**src/rtl/kd_tree_pkg.sv**
```systemverilog
// kd_tree_pkg
//   Shared constants, the stored node record and the component selector for
//   the depth-6 KD-tree internal node pipeline.
//   Contents:
//     DSIZE, NUM_DIMS, TREE_DEPTH, NUM_NODES  tree geometry
//     node_t                                  {signed median, 3-bit split dim}
//     get_component(patch, dim)               pick one 11-bit signed component
package kd_tree_pkg;

   localparam int DSIZE      = 11;
   localparam int NUM_DIMS   = 5;
   localparam int TREE_DEPTH = 6;
   localparam int NUM_NODES  = 63;

   typedef struct packed {
      logic signed [DSIZE-1:0] median;
      logic        [2:0]       dim;
   } node_t;

   // Component k lives at [54-11k -: 11]; any dim outside 0..4 falls back to component 0.
   function automatic logic signed [DSIZE-1:0] get_component(
      input logic [NUM_DIMS*DSIZE-1:0] patch,
      input logic [2:0]                dim
   );
      logic signed [DSIZE-1:0] comp;
      case (dim)
         3'd1:    comp = patch[43:33];
         3'd2:    comp = patch[32:22];
         3'd3:    comp = patch[21:11];
         3'd4:    comp = patch[10:0];
         default: comp = patch[54:44];
      endcase
      return comp;
   endfunction

endpackage

```
**src/rtl/kd_tree_level_stage.sv**
```systemverilog
// kd_tree_level_stage
//   One level of the KD-tree walk. The incoming position is an offset within
//   this level (node index = 2^LEVEL - 1 + offset). The stage selects that
//   node, compares the chosen patch component with its median and registers
//   the offset of the child within the next level: 2*offset (left) or
//   2*offset+1 (right). At the last level this offset is the leaf number.
// Ports
//   clk            in   clock
//   wrst_n         in   synchronous active-low reset
//   i_level_nodes  in   the 2^LEVEL nodes of this level, entry k = offset k
//   i_offset       in   offset of the current node within this level
//   i_patch        in   query patch travelling with this offset
//   o_offset       out  registered child offset within the next level
//   o_patch        out  patch for the next level (registered when PATCH_REG_EN)
module kd_tree_level_stage
   import kd_tree_pkg::*;
#(
   parameter int LEVEL        = 0,
   parameter bit PATCH_REG_EN = 1'b1
) (
   input  logic                            clk,
   input  logic                            wrst_n,
   input  node_t [(1<<LEVEL)-1:0]          i_level_nodes,
   input  logic [5:0]                      i_offset,
   input  logic [NUM_DIMS*DSIZE-1:0]       i_patch,
   output logic [5:0]                      o_offset,
   output logic [NUM_DIMS*DSIZE-1:0]       o_patch
);

   localparam int N = 1 << LEVEL;

   node_t                   w_node;
   logic signed [DSIZE-1:0] w_comp;
   logic                    w_go_left;
   logic [5:0]              w_next_offset;
   logic [5:0]              r_offset;

   // Node read mux, signed compare and child offset; equal medians go right
   always_comb begin
      w_node = '0;
      for (int k = 0; k < N; k++) begin
         w_node = (i_offset == 6'(k)) ? i_level_nodes[k] : w_node;
      end
      w_comp        = get_component(i_patch, w_node.dim);
      w_go_left     = ($signed(w_comp) < $signed(w_node.median));
      w_next_offset = 6'({i_offset, 1'b0}) | {5'd0, ~w_go_left};
   end

   // Child offset register
   always_ff @(posedge clk) begin
      if (!wrst_n) begin
         r_offset <= 6'd0;
      end else begin
         r_offset <= w_next_offset;
      end
   end

   assign o_offset = r_offset;

   if (PATCH_REG_EN) begin : g_patch_reg
      logic [NUM_DIMS*DSIZE-1:0] r_patch;

      // Patch copy that follows the offset into the next level
      always_ff @(posedge clk) begin
         if (!wrst_n) begin
            r_patch <= '0;
         end else begin
            r_patch <= i_patch;
         end
      end

      assign o_patch = r_patch;
   end else begin : g_patch_pass
      assign o_patch = i_patch;
   end

endmodule

```
**src/rtl/kd_internal_node_tree.sv**
```systemverilog
// kd_internal_node_tree
//   Holds the 63 internal nodes (split dim + median) of a depth-6 KD tree in
//   heap order and walks one 5-component query patch per cycle from the root
//   to one of 64 leaves through a 6-stage pipeline (latency 6 edges).
//   Optional feature macro: KD_PATCH_OUT_EN adds patch_out, the query patch
//   delayed to line up with leaf_index.
// Ports
//   clk            in   clock
//   wrst_n         in   synchronous active-low reset
//   fsm_enable     in   load phase enable
//   sender_enable  in   node word valid on sender_data
//   sender_data    in   {median[21:11] signed, dim[10:0] (low 3 bits used)}
//   patch_in       in   component k at [54-11k -: 11], two's complement
//   leaf_index     out  leaf reached, zero-extended 0..63, registered
//   patch_out      out  (KD_PATCH_OUT_EN only) patch aligned with leaf_index
module kd_internal_node_tree
   import kd_tree_pkg::*;
#(
   parameter int INTERNAL_WIDTH = 22,
   parameter int PATCH_WIDTH    = 55,
   parameter int ADDRESS_WIDTH  = 8
) (
   input  logic                      clk,
   input  logic                      wrst_n,
   input  logic                      fsm_enable,
   input  logic                      sender_enable,
   input  logic [INTERNAL_WIDTH-1:0] sender_data,
   input  logic [PATCH_WIDTH-1:0]    patch_in,
   output logic [ADDRESS_WIDTH-1:0]  leaf_index
`ifdef KD_PATCH_OUT_EN
   ,
   output logic [PATCH_WIDTH-1:0]    patch_out
`endif
);

`ifdef KD_PATCH_OUT_EN
   localparam bit LAST_PATCH_REG = 1'b1;
`else
   localparam bit LAST_PATCH_REG = 1'b0;
`endif

   node_t [NUM_NODES-1:0]  r_nodes;
   logic  [5:0]            r_count;
   node_t                  w_wr_node;
   logic  [DSIZE-4:0]      w_unused_dim_hi;

   logic [5:0]             w_offset [0:TREE_DEPTH];
   logic [PATCH_WIDTH-1:0] w_patch  [0:TREE_DEPTH];

   assign w_wr_node.median = sender_data[INTERNAL_WIDTH-1 -: DSIZE];
   assign w_wr_node.dim    = sender_data[2:0];
   assign w_unused_dim_hi  = sender_data[DSIZE-1:3];

   // Node table and load counter; the counter parks at 63 so later words are dropped
   always_ff @(posedge clk) begin
      if (!wrst_n) begin
         r_nodes <= '0;
         r_count <= 6'd0;
      end else if (fsm_enable && sender_enable && (r_count != 6'(NUM_NODES))) begin
         r_nodes[r_count] <= w_wr_node;
         r_count          <= r_count + 6'd1;
      end else begin
         r_count <= r_count;
      end
   end

   assign w_offset[0] = 6'd0;
   assign w_patch[0]  = patch_in;

   for (genvar gl = 0; gl < TREE_DEPTH; gl++) begin : g_level
      localparam int N = 1 << gl;

      // Level gl owns heap nodes [2^gl - 1 .. 2^(gl+1) - 2]
      kd_tree_level_stage #(
         .LEVEL        (gl),
         .PATCH_REG_EN ((gl < TREE_DEPTH-1) ? 1'b1 : LAST_PATCH_REG)
      ) u_stage (
         .clk           (clk),
         .wrst_n        (wrst_n),
         .i_level_nodes (r_nodes[2*N-2 -: N]),
         .i_offset      (w_offset[gl]),
         .i_patch       (w_patch[gl]),
         .o_offset      (w_offset[gl+1]),
         .o_patch       (w_patch[gl+1])
      );
   end

   // Offset after the last level is the leaf number (child index minus 63)
   assign leaf_index = {{(ADDRESS_WIDTH-6){1'b0}}, w_offset[TREE_DEPTH]};

`ifdef KD_PATCH_OUT_EN
   assign patch_out = w_patch[TREE_DEPTH];
`else
   logic [PATCH_WIDTH-1:0] w_unused_patch;
   assign w_unused_patch = w_patch[TREE_DEPTH];
`endif

endmodule

```
**config.mk**
```make
export PLATFORM = sky130hd
export DESIGN_NAME = kd_internal_node_tree
export DESIGN_NICKNAME = d
export VERILOG_FILES = /design/src/rtl/kd_tree_pkg.sv /design/src/rtl/kd_tree_level_stage.sv /design/src/rtl/kd_internal_node_tree.sv
export SDC_FILE = /design/constraint.sdc
export NUM_CORES = 2
export LEC_CHECK = 0
export ABC_AREA = 1
export CORE_MARGIN = 5
export CORE_UTILIZATION = 33
export CTS_BUF_LIST = sky130_fd_sc_hd__clkbuf_4 sky130_fd_sc_hd__clkbuf_8
export DETAILED_ROUTE_END_ITERATION = 7
export PLACE_DENSITY = 0.58
export SYNTH_ARGS = -nofsm -noshare
export SYNTH_HDL_FRONTEND = slang
export SYNTH_SLANG_ARGS = --single-unit
```
**constraint.sdc**
```tcl
create_clock -name clk -period 8.8 [get_ports clk]
set_input_delay 2.2 -clock clk [delete_from_list [all_inputs] [get_ports clk]]
set_output_delay 2.2 -clock clk [all_outputs]
set_load 0.01 [all_outputs]
```
==> out/qor.txt <==
mux cell area share after synthesis: 0.00201
clk buf depth: 3
vias in the first global route: 41806
Routed Antenna Nets: 0
final wirelength: 153000 µm
post-synthesis adder-cell area fraction: 0.0154
Initial DRC Count: 3877
CP max stage cell: nor2_1
P_int: 0.00896 W
CP required: 9.63 ns
Comb power frac: 0.110
H-tree depth: 4
Max stage delay on crit path: 0.63 ns
core area: 150000 µm²
Clock Sinks: 1184
CP Max Fanout: 18
Yosys top cell area share: 0.477
number of flops mapped to enable cells by yosys: 0
Finished Layout Cells: 9097
share of power burned in registers: 0.447
Slew @ Worst Pin: 1.09 ns
die span in x: 398 µm
CP endpoint: g_level[5].u_stage.o_offset[0]
Final Skew: 0.0614 ns
r2r startpoint: g_level[4].u_stage.o_offset[2]
fillcell total: 15486
synth warn: 0
main combinational cell family by area after synthesis: simple AND/OR/NAND/NOR gates
Tmin final: 6.18 ns
vias per cell: 4.91
Initial Util: 0.332
CP startpoint: g_level[4].u_stage.o_offset[2]
Area growth syn-to-layout: 13.7%
Worst-path clk slew: 0.07 ns
largest net degree at the start of global routing: 256
RSZ-0062 raised after global routing: no
commonest cells in the netlist: nor2_1 (1527), dfxtp_1 (1184), o21ai_0 (1017)
Compound-Gate Fraction of Synth Area: 0.185
internal reg-to-reg setup slack: 2.62 ns
final net count: 7062
Worst Hold Path Cells: 2
Synth area leader: dfxtp_1
Post-CTS Resized: 0
worst hold slack: 0.384 ns
IO Pins: 89
global-route wire length before repair: 239000 µm
share of post-route cells with drive strength above 1: 0.0757
Yosys cell types: 51
asr flop ratio synth: 0
gr ovfl total: 0
switch share: 0.272
Worst R2R Path Depth: 30
Total GRT Usage: 0.187
critical path launch point type: flop
root buffer cell: clkbuf_8
fmax: 0.162 GHz
setup bufs post-CTS: 0
antenna violations before repair: 2
Leakage: 25.4 nW
Most common cell on crit path: o21ai_0
clock power share: 0.443
cell area after synthesis: 49700 µm²
Final setup viols: 0
DIE AREA: 158000 µm²
VDD IR max: 112 µV
Hold Path Class: flop to flop
CP Capture Type: flop
Inst Count DP: 8738
max_cap viols: 0
R2R Path End: g_level[5].u_stage.o_offset[0]
TritonRoute pass-1 iters: 6
total via count in the routed design: 44682
share of the yosys chip area belonging to registers: 0.477
DRC: 0
status: finished clean
TritonCTS clock tree: done
setup TNS: 0 ns
GPL Wtd Cong: 0.818
Area contributors post-synth: dfxtp_1 (48%), nor2_1 (12%), o21ai_0 (10%)
Syn Inst Count: 7009
path type of the worst setup path: flop to flop
most numerous cell in the Yosys netlist: nor2_1
worst skew pair latency: 0.94 ns
Hold Buf Count CTS: 0
FF+latch count, synth: 1184
Avg Synthesized Cell Area: 7.09 µm²
DIE HEIGHT: 398 µm
most used flip-flop cell after synthesis: dfxtp_1
simple-gate share of the synthesized area: 0.226
row cnt: 142
Slew HR: 0.272
Max Slew Vio Count: 0
per-cell routed wire length: 16.8 µm
dpl hpwl: 99400 µm
WP data arrival: 7.01 ns
post-synthesis xor/xnor area fraction: 0
sw power: 0.00334 W
PD cells: 218 nW/µm²
Num CTS Buffers: 196
Tcrit/Tclk final: 0.702
I/O Buffers: 78
Final Hold Viols: 0
sequential cells by signal, indices dropped and copies added (netlist names):
signal,flops
g_level.u_stage.o_offset,21
g_level.u_stage.o_patch,275
r_count,6
r_nodes,882
final cells by class:
type                    instances  area, µm²  area share
diodes                          2       5.00   0.0000886
clock buffers                 318       4030      0.0712
clock inverters                39        500     0.00886
inverters                     789       2960      0.0524
multi-input cells            4576      21300       0.377
flip-flops and latches       1184      23700       0.419
well taps                    2016       2520      0.0446
repair buffers                173       1500      0.0266
layer usage:
layer	wire length, µm	vias to the layer above	GRT usage
met3	8350	277	0.0314
li1	-	22328	-
met4	4670	0	0.0639
met5	0	-	0
met2	71400	1310	0.309
met1	68500	20767	0.246
cells by family (layout without fill, tap and decap cells):
| family | Yosys count | after routing |
|---|---|---|
| AOI/OAI and AO/OA | 1680 | 1680 |
| adders and majority gates | 61 | 61 |
| buffers and inverters | 1250 | 1319 |
| DFF | 1184 | 1184 |
| muxes | 10 | 10 |
| other | 1 | 4 |
| and+or+nand+nor | 2823 | 2823 |
power by group through the flow:
stage                     registers [W]  logic [W]  clock network (W)
final                           0.00550    0.00135            0.00545
after global routing            0.00550    0.00150            0.00582
after CTS                       0.00550    0.00135            0.00557
after detailed placement        0.00562    0.00135                  0
after global placement          0.00562    0.00133                  0
after floorplan                 0.00558   0.000876                  0
worst min-delay path by stage:
| stage | start | end | slack (ns) |
|---|---|---|---|
| 5_1_grt | g_level[1].u_stage.o_patch[32] | g_level[2].u_stage.o_patch[32] | 0.40 |
| 4_1_cts | g_level[1].u_stage.o_patch[22] | g_level[2].u_stage.o_patch[22] | 0.37 |
| 3_5_place_dp | g_level[3].u_stage.o_patch[20] | g_level[4].u_stage.o_patch[20] | 0.42 |
| 6_report | g_level[1].u_stage.o_patch[22] | g_level[2].u_stage.o_patch[22] | 0.38 |
| 3_3_place_gp | g_level[3].u_stage.o_patch[17] | g_level[4].u_stage.o_patch[17] | 0.42 |
| 2_1_floorplan | g_level[1].u_stage.o_patch[0] | g_level[2].u_stage.o_patch[0] | 0.41 |
placed cells by master (no fill, tap or decap), types with 4 or more instances in the layout:
| cell | Yosys | routed |
|---|---|---|
| o22ai_1 | 17 | 17 |
| o21ai_1 | 14 | 14 |
| or2_0 | 5 | 5 |
| nand4_1 | 85 | 85 |
| a22oi_1 | 42 | 42 |
| clkinv_1 | 9 | 9 |
| clkbuf_8 | 0 | 262 |
| clkbuf_4 | 0 | 56 |
| a21oi_1 | 394 | 394 |
| a41oi_1 | 10 | 10 |
| o221ai_1 | 8 | 8 |
| mux2i_1 | 10 | 10 |
| nor3_2 | 1 | 4 |
| nand3_1 | 154 | 154 |
| a22o_1 | 11 | 11 |
| dfxtp_1 | 1184 | 1184 |
| inv_2 | 9 | 9 |
| nand2_1 | 968 | 968 |
| clkdlybuf4s50_1 | 0 | 63 |
| clkinv_2 | 0 | 19 |
| a221oi_1 | 45 | 45 |
| buf_4 | 7 | 106 |
| or2_2 | 42 | 42 |
| o211ai_1 | 19 | 19 |
| inv_1 | 771 | 771 |
| a31oi_1 | 18 | 18 |
| o2111ai_1 | 19 | 19 |
| nor2_1 | 1527 | 1526 |
| bufinv_16 | 0 | 7 |
| o21ai_0 | 1017 | 1017 |
| inv_16 | 0 | 4 |
| a32oi_1 | 43 | 43 |
| nor2_2 | 6 | 7 |
| nor3_1 | 24 | 21 |
| ha_1 | 61 | 61 |
| a211oi_1 | 6 | 6 |
per-stage QoR:
| step | utilization | power [W] | cell area, µm² | worst slack (ns) |
|---|---|---|---|---|
| 2_1_floorplan | - | 0.00645 | 49700 | 5.08 |
| 3_3_place_gp | 0.347 | 0.00695 | 52000 | 2.61 |
| 3_5_place_dp | 0.347 | 0.00697 | 52000 | 2.66 |
| 4_1_cts | 0.377 | 0.0124 | 56500 | 2.68 |
| 5_1_grt | 0.377 | 0.0128 | 56500 | 2.02 |
| 6_report | 0.377 | 0.0123 | 56500 | 2.62 |
worst max-delay path: cells and delay by family (launching register included):
| family | cells | cell delay [ns] |
|---|---|---|
| AND/OR/NAND/NOR | 15 | 2.69 |
| AO/OA/AOI/OAI | 14 | 2.78 |
| adder cells (fa/ha/maj) | 1 | 0.21 |
| flip-flops | 1 | 0.41 |
(Power assumes the default switching activity.)
